<file path="src/rtl/interrupt_controller.sv">
// Prioritising interrupt scheduler: edge-latched requests, mask, global enable,
// one non-nested in-service interrupt with handler vector generation.
module interrupt_controller #(
   parameter int          InterruptsNum = 4,
   parameter logic [31:0] VectorBase    = 32'h0000_0080,
   parameter logic [31:0] VectorStride  = 32'h0000_0008,
   localparam int         IdW           = (InterruptsNum > 1) ? $clog2(InterruptsNum) : 1
) (
   input  logic                     Clock,
   input  logic                     Clear,
   input  logic [InterruptsNum-1:0] IrqIn,
   input  logic                     MaskWe,
   input  logic [InterruptsNum-1:0] MaskIn,
   output logic [InterruptsNum-1:0] MaskOut,
   input  logic                     EiSet,
   input  logic                     DiSet,
   input  logic                     InstrBoundary,
   output logic                     IntReq,
   input  logic                     IntAck,
   input  logic                     Eoi,
   output logic [31:0]              VectorAddr,
   output logic [IdW-1:0]           ActiveId,
   output logic                     InService,
   output logic [InterruptsNum-1:0] Pending
);

   typedef enum logic [1:0] {IDLE, REQ, SERVICE} state_e;

   state_e                   state_q;
   logic [InterruptsNum-1:0] pending_q, pending_d;
   logic [InterruptsNum-1:0] mask_q;
   logic [InterruptsNum-1:0] irq_prev_q;
   logic [IdW-1:0]           active_id_q;
   logic                     ie_q, ie_d;

   logic [InterruptsNum-1:0] rise, elig, ackclr;
   logic [IdW-1:0]           winner;
   logic                     ack, eoi, withdraw;

   assign rise     = IrqIn & ~irq_prev_q;
   assign elig     = pending_q & mask_q;
   assign ack      = (state_q == REQ) && IntAck;
   assign eoi      = (state_q == SERVICE) && Eoi;
   assign withdraw = (state_q == REQ) && !IntAck && (!ie_q || !elig[active_id_q]);

   // Scan downwards so the lowest set index is the last (winning) assignment.
   always_comb begin
      winner = '0;
      for (int i = InterruptsNum - 1; i >= 0; i--) begin
         if (elig[i]) winner = IdW'(i);
      end
   end

   always_comb begin
      ackclr = '0;
      if (ack) ackclr[active_id_q] = 1'b1;
      pending_d = (pending_q & ~ackclr) | rise;
   end

   // Accepting a request always disables; ei/di override the implicit re-enable at EOI.
   always_comb begin
      ie_d = ie_q;
      if (eoi)   ie_d = 1'b1;
      if (EiSet) ie_d = 1'b1;
      if (DiSet) ie_d = 1'b0;
      if (ack)   ie_d = 1'b0;
   end

   always_ff @(posedge Clock) begin
      if (Clear) begin
         state_q     <= IDLE;
         pending_q   <= '0;
         mask_q      <= '0;
         irq_prev_q  <= '0;
         ie_q        <= 1'b0;
         active_id_q <= '0;
      end else begin
         pending_q  <= pending_d;
         irq_prev_q <= IrqIn;
         ie_q       <= ie_d;
         if (MaskWe) mask_q <= MaskIn;
         case (state_q)
            IDLE: begin
               if (InstrBoundary && ie_q && |elig) begin
                  state_q     <= REQ;
                  active_id_q <= winner;
               end
            end
            REQ: begin
               if (ack)           state_q <= SERVICE;
               else if (withdraw) state_q <= IDLE;
            end
            SERVICE: begin
               if (eoi) state_q <= IDLE;
            end
            default: state_q <= IDLE;
         endcase
      end
   end

   assign IntReq     = (state_q == REQ);
   assign InService  = (state_q == SERVICE);
   assign ActiveId   = active_id_q;
   assign VectorAddr = VectorBase + VectorStride * 32'(active_id_q);
   assign MaskOut    = mask_q;
   assign Pending    = pending_q;

endmodule
</file>
<file path="config.mk">
export PLATFORM = sky130hd
export DESIGN_NAME = interrupt_controller
export DESIGN_NICKNAME = d
export VERILOG_FILES = /design/src/rtl/interrupt_controller.sv
export SDC_FILE = /design/constraint.sdc
export NUM_CORES = 1
export LEC_CHECK = 0
export CORE_MARGIN = 5
export CORE_UTILIZATION = 37
export CTS_BUF_LIST = sky130_fd_sc_hd__clkbuf_2 sky130_fd_sc_hd__clkbuf_4 sky130_fd_sc_hd__clkbuf_8
export DETAILED_ROUTE_END_ITERATION = 10
export GPL_TIMING_DRIVEN = 0
export PLACE_DENSITY = 0.81
export SYNTH_ARGS = -nofsm -noshare
export SYNTH_HDL_FRONTEND = slang
export SYNTH_SLANG_ARGS = --single-unit
</file>
<file path="constraint.sdc">
create_clock -name Clock -period 1.4 [get_ports Clock]
set_input_delay 0.42 -clock Clock [delete_from_list [all_inputs] [get_ports Clock]]
set_output_delay 0.42 -clock Clock [all_outputs]
set_load 0.02 [all_outputs]
</file>
==> results.md, run 1 <==
* Reg-to-reg setup timing slack at ~0.21 ns
* Gr ovfl total at 0
* Mapped Area at about 940 sq um
* Sw power at between 0.3 and 0.4 mW
* LEAKAGE at just under 0.7 nW
* Critical Path Source Type: flip-flop
* Clk root buf: clkbuf_4
* Vias in the first global route at around 740
* Seq pwr share at 0.486
* Num CTS Buffers at 3
* I/O Buffers at 28
* Worst path bufs/invs at 1
* Fmax at between 700 and 800 MHz
* First-pass GRT wire length at ~3000 microns
* Critical Path AT at 0.97 ns
* Drc violations at 0
* Cell Pwr Density at 755 nW/um^2
* Critical-path cell list: and2b_1 -> buf_6
* Sequential fraction of the synthesis area at 0.361
* IO Count at 60
* CP max stage cell: dfxtp_2
* Nets at between 150 and 200
* Antenna-violating nets left at 0
* R2R Path Start: state_q[1]
* Comb pwr share at 0.261
* Clock slew at reported path FFs at about 0.090 ns
* Yosys top cell by area: dfxtp_1
* Die Area at around 3700 sq um
* Req. time, crit path at just under 1 ns
* Max FO, Critical Path at 4
* Max H-tree Level at 1
* # hold bufs at CTS at 0
* Seq cells post-synth at 17
* Initial Utilization at 0.384
* Clk Latency, worst-skew pair at roughly 0.28 ns
* Routed WL per cell at 10.9 microns
* Max incr delay on CP at approximately 0.36 ns
* Die width at slightly above 60 microns
* Worst r2r dst: Pending[2]
* Antenna violations before repair at 0
* Ant diodes at 0
* Synth cell types at 26
* Area of the multi-input gates at 464 sq um
* Hold Fails Final Rpt at 0
* GP Congestion at about 0.9
* Initial DRC count at 11
* Ratio of cells with drive above 1 in the final layout at 0.399
* Status: finished clean
* Worst hold path class: flip-flop to flip-flop
* Fin Clk Skew at between 0.0015 and 0.002 ns
* Max IR drop VDD at about 0.00045 V
* Worst setup path start: state_q[1]
* Post-Syn Instances at between 100 and 150
* Final Max Slew Viols at 0
* Clk pwr share at 0.252
* Via Count at 820
* Switching fraction of total power at 0.287
* Final worst slack at about 0.014 ns
* Core footprint at between 2000 and 2500 sq um
* CTS tree: done
* CP top delay family: flip-flops
* WL final at 2150 microns
* Yosys warnings at 0
* Ranking of synthesized cells by area: dfxtp_1, buf_4, mux2i_1
* Die Ht at slightly above 60 microns
* P&R area growth vs syn at 52.7%
* HPWL after detailed placement at between 1500 and 2000 microns
* Max_cap viols at 0
* Pre-CTS worst setup slack at -0.335 ns
* Vias per inst at ~4.1
* Synth top cells by count: buf_4, dfxtp_1, a21oi_1
* P_int at 0.774 mW
* Rows at 18
* Tmin final at 1.39 ns
* Count leader, synth: buf_4
* Overall Global Routing Usage at 0.108
* Avg Inst Size Synth at 8.90 sq um
* Cells on worst reg2reg path at 5
* Post-synth top area share at 0.361
* # clock sinks at 17
* Async SR Flop Fraction at 0
* Filler instances at approximately 230
* Worst-case clock buffer depth at 2
* Register Area at between 300 and 400 sq um
* Crit path kind: flip-flop to output port
* DR pass1 iterations at 4
* Termination of the worst setup path: IntReq
* Final period util at 0.990
* RSZ-0062 raised after global routing: yes
* Stages on worst setup path at 2
* Most common flop cell mapped by yosys: dfxtp_1
* Number of flops mapped to enable cells by yosys at 0
* Final hold slack at between 0.4 and 0.5 ns
* # setup viols final at 0
* Critical path endpoint category: output port
* Largest net degree at the start of global routing at 11
[cells by family after synthesis]
group	count (synthesis)	synth area share
and+or+nand+nor	28	0.179
AOI/OAI and AO/OA	20	0.143
DFF	17	0.361
muxes	4	0.0424
buffers and inverters	35	0.267
other	2	0.00796
[final cells by class]
cell class,count,share of cell area
Multi-Input combinational cell,82,0.322
Tap cell,30,0.0261
Sequential cell,17,0.250
Inverter,1,0.00261
Buffer,34,0.173
Timing Repair Buffer,30,0.205
Clock buffer,4,0.0209
[worst min-delay path by stage]
stage,from,endpoint,slack [ns],cells past startpoint
floorplan,irq_prev_q[0],Pending[0],0.46,2
global placement,irq_prev_q[0],Pending[0],0.47,2
detailed placement,irq_prev_q[0],Pending[0],0.48,2
CTS,irq_prev_q[0],Pending[0],0.49,2
global route,irq_prev_q[2],Pending[2],0.52,2
finish,irq_prev_q[0],Pending[0],0.48,2
[metal layers]
layer	vias to the layer above	wire length, microns	global-route usage
met5	-	0	0
met4	0	9	0.0310
met3	2	195	0.0277
met2	32	1140	0.208
met1	363	804	0.114
li1	423	-	-
[worst register-to-register path: stages, from the launching register on]
cell	delay, ns
dfxtp_2	0.34
and2b_1	0.22
buf_4	0.12
nand2_1	0.08
o31ai_1	0.22
a21oi_1	0.10
[layout by cell type (no fill, tap or decap)]
| cell | netlist | layout |
|---|---|---|
| a211oi_1 | 2 | 2 |
| a21oi_1 | 6 | 6 |
| a21oi_2 | 1 | 1 |
| a22o_1 | 2 | 2 |
| a31oi_1 | 1 | 1 |
| a32o_1 | 1 | 1 |
| and2b_1 | 1 | 1 |
| and3b_1 | 2 | 2 |
| and4bb_1 | 1 | 1 |
| buf_2 | 0 | 2 |
| buf_4 | 32 | 35 |
| buf_6 | 0 | 2 |
| clkbuf_1 | 2 | 1 |
| clkbuf_2 | 0 | 1 |
| clkbuf_4 | 0 | 4 |
| clkdlybuf4s15_1 | 0 | 1 |
| clkdlybuf4s15_2 | 0 | 8 |
| clkdlybuf4s50_1 | 0 | 14 |
| conb_1 | 2 | 30 |
| dfxtp_1 | 17 | 5 |
| dfxtp_2 | 0 | 10 |
| dfxtp_4 | 0 | 2 |
| inv_1 | 1 | 1 |
| mux2i_1 | 4 | 4 |
| nand2_1 | 4 | 4 |
| nand2b_1 | 5 | 5 |
| nand2b_4 | 1 | 1 |
| nand3_1 | 3 | 3 |
| nor2_1 | 5 | 5 |
| nor2b_1 | 5 | 4 |
| nor2b_4 | 0 | 1 |
| nor4_1 | 1 | 1 |
| o211ai_1 | 2 | 2 |
| o21a_1 | 1 | 1 |
| o21ai_0 | 2 | 2 |
| o31ai_1 | 2 | 2 |
[stage by stage]
stage | TNS (ns) | total power [mW] | cells | utilization | area, sq um
floorplan | 0 | 0.734 | 134 | - | 1050
global placement | -4.00 | 0.819 | 192 | 0.557 | 1370
detailed placement | -4.65 | 0.823 | 192 | 0.557 | 1370
CTS | -0.00141 | 1.09 | 198 | 0.583 | 1430
global route | -0.0303 | 1.14 | 198 | 0.587 | 1440
finish | 0 | 1.09 | 198 | 0.587 | 1440
[sequential cells by signal (all words and copies together) (netlist names)]
signal and count:
MaskOut 4, Pending 4, irq_prev_q 4, ActiveId 2, state_q 2, ie_q 1
[power by group through the flow]
stage               logic [mW]  registers [mW]  clock network (mW)
floorplan                0.180           0.554                   0
global placement         0.281           0.538                   0
detailed placement       0.284           0.539                   0
CTS                      0.280           0.525               0.283
global route             0.304           0.532               0.304
finish                   0.284           0.528               0.274
[what timing repair did]
item                       in CTS  in global routing
pin swaps                       0                  0
setup endpoints to repair      23                  9
buffers inserted                2                  0
resized for setup              57                 10
No activity file was read; power rests on OpenSTA's default activity.
==> run 2: changes to the inputs <==
- GPL_ROUTABILITY_DRIVEN: unset -> 0
- SLEW_MARGIN: unset -> 5
==> results.md, run 2 (synthesis gave the netlist of run 1 again) <==
* Critical-path cell list: and2b_2 -> buf_6
* Rows at 18 (unchanged)
* Critical path endpoint category: output port
* # hold bufs at CTS at 0 (unchanged)
* Most frequent cells in the layout: buf_4, conb_1, clkdlybuf4s50_1
* Routed WL per cell at 10.3 microns (-5.3%)
* CTS tree: done
* Final worst slack at -0.0122 ns (-0.0266 ns)
* Cell Pwr Density at 763 nW/um^2 (+1.1%)
* Final Max Slew Viols at 0 (unchanged)
* Fin Clk Skew at 0.00446 ns (+0.00278 ns)
* Post-layout power at 1.09 mW (about the same)
* Max_cap viols at 0 (unchanged)
* Fmax at 708 MHz (-1.9%)
* Status: complete, but fails checks
* Tmin final at 1.41 ns (+0.0266 ns)
* Num CTS Buffers at 3 (unchanged)
* Initial DRC count at 9 (-2)
* Commonest non-fill, non-tap cell in the layout: buf_4
* Ratio of cells with drive above 1 in the final layout at 0.393 (-0.00595)
* R2R Path Start: state_q[1]
* CP top delay family: flip-flops
* Die Area at 3660 sq um (unchanged)
* Req. time, crit path at 0.98 ns (about the same)
* IO Count at 60 (unchanged)
* Clk root buf: clkbuf_4
* Largest net degree at the start of global routing at 11 (unchanged)
* Critical Path Source Type: flip-flop
* LEAKAGE at 0.688 nW (-0.10%)
* Termination of the worst setup path: IntReq
* Worst-case clock buffer depth at 2 (unchanged)
* Ant diodes at 0 (unchanged)
* Max FO, Critical Path at 4 (unchanged)
* Reg-to-reg setup timing slack at 0.21 ns (about the same)
* HPWL after detailed placement at 1710 microns (-2.5%)
* Vias per inst at 4.06 (-2.1%)
* Worst path bufs/invs at 1 (unchanged)
* Cells on worst reg2reg path at 5 (unchanged)
* I/O Buffers at 28 (unchanged)
* Max IR drop VDD at 0.000597 V (+31%)
* Antenna violations before repair at 0 (unchanged)
* DR pass1 iterations at 4 (unchanged)
* WL final at 2040 microns (-5.3%)
* P&R area growth vs syn at 50.9%
* Antenna-violating nets left at 0 (unchanged)
* Critical Path AT at 0.99 ns (+0.02 ns)
* Filler instances at 226 (unchanged)
* Initial Utilization at 0.384 (unchanged)
* Die width at 60.5 microns (unchanged)
* Die Ht at 60.5 microns (unchanged)
* RSZ-0062 raised after global routing: yes
* Finished Layout Cells at 198 (unchanged)
* Overall Global Routing Usage at 0.109 (+0.00180)
* Worst hold path class: flip-flop to flip-flop
* CP max stage cell: dfxtp_2
* First-pass GRT wire length at 3060 microns (+0.69%)
* Max incr delay on CP at 0.35 ns (about the same)
* Via Count at 803 (-2.1%)
* Pre-CTS worst setup slack at -0.311 ns (+0.0246 ns)
* Worst setup path start: state_q[1]
* Placed insts at 192 (unchanged)
* Max H-tree Level at 1 (unchanged)
* Setup TNS at -0.0122 ns (-0.0122 ns)
* # setup viols final at 1 (+1)
* Core footprint at 2450 sq um (unchanged)
* Crit path kind: flip-flop to output port
* Final period util at 1.01 (+0.0190)
* Failing checks: negative setup slack
* Hold Fails Final Rpt at 0 (unchanged)
* # clock sinks at 17 (unchanged)
* Worst r2r dst: Pending[0]
* Vias in the first global route at 717 (-2.6%)
* Nets at 185 (unchanged)
* Stages on worst setup path at 2 (unchanged)
* Clk Latency, worst-skew pair at 0.28 ns (about the same)
* Clock slew at reported path FFs at 0.10 ns (about the same)
* Gr ovfl total at 0 (unchanged)
* Drc violations at 0 (unchanged)
run 2: changes by cell type in the layout (fill, tap and decap cells not counted):
cell	change
dfxtp_1	+2
dfxtp_2	-2
and2b_1	-1
and2b_2	+1
buf_2	+1
buf_4	+1
buf_6	-1
clkdlybuf4s15_2	-1
nor2b_2	+1
nor2b_4	-1
run 2: worst min-delay path: stages, from the launching register on:
cell and delay [ns]:
dfxtp_1 0.31, nand2b_1 0.09, a21oi_1 0.05
run 2: metal layers:
layer / global-route usage / up-vias / part of all wire
met5: 0 / - / 0
met4: 0.0372 / 0 / 0.016
met3: 0.0298 / 4 / 0.093
met2: 0.199 / 30 / 0.53
met1: 0.123 / 344 / 0.36
li1: - / 425 / -
run 2: cell type report:
class	instances	area, sq um	share of cell area
buffer	34	249	0.175
clock buffer	4	30.0	0.0211
sequential	17	358	0.251
multi-input combinational	82	460	0.323
inverter	1	3.75	0.00264
tap	30	37.5	0.0264
timing repair buffer	30	285	0.200
run 2: stage by stage:
step	hold WS, ns	utilization	area [sq um]
after floorplan	0.456	-	1050
after global placement	0.472	0.557	1370
after detailed placement	0.480	0.557	1370
after CTS	0.487	0.583	1430
after global routing	0.517	0.580	1420
final	0.480	0.580	1420
run 2: repair_timing:
item                                    in CTS  in global routing
hold endpoints to repair                     0                  0
buffers inserted                             2                  0
gates resized for setup                     59                  6
endpoints found under the setup margin      16                  8
run 2: power by group:
group	leakage [nW]	internal (mW)	switching, mW
clock network	0.0184	0.130	0.146
logic	0.525	0.137	0.145
registers	0.144	0.507	0.0208
run 2: worst min-delay path by stage:
stage,from,to,depth (start not counted)
3_3_place_gp,irq_prev_q[0],Pending[0],2
6_report,irq_prev_q[2],Pending[2],2
5_1_grt,irq_prev_q[1],Pending[1],2
2_1_floorplan,irq_prev_q[0],Pending[0],2
4_1_cts,irq_prev_q[2],Pending[2],2
3_5_place_dp,irq_prev_q[0],Pending[0],2
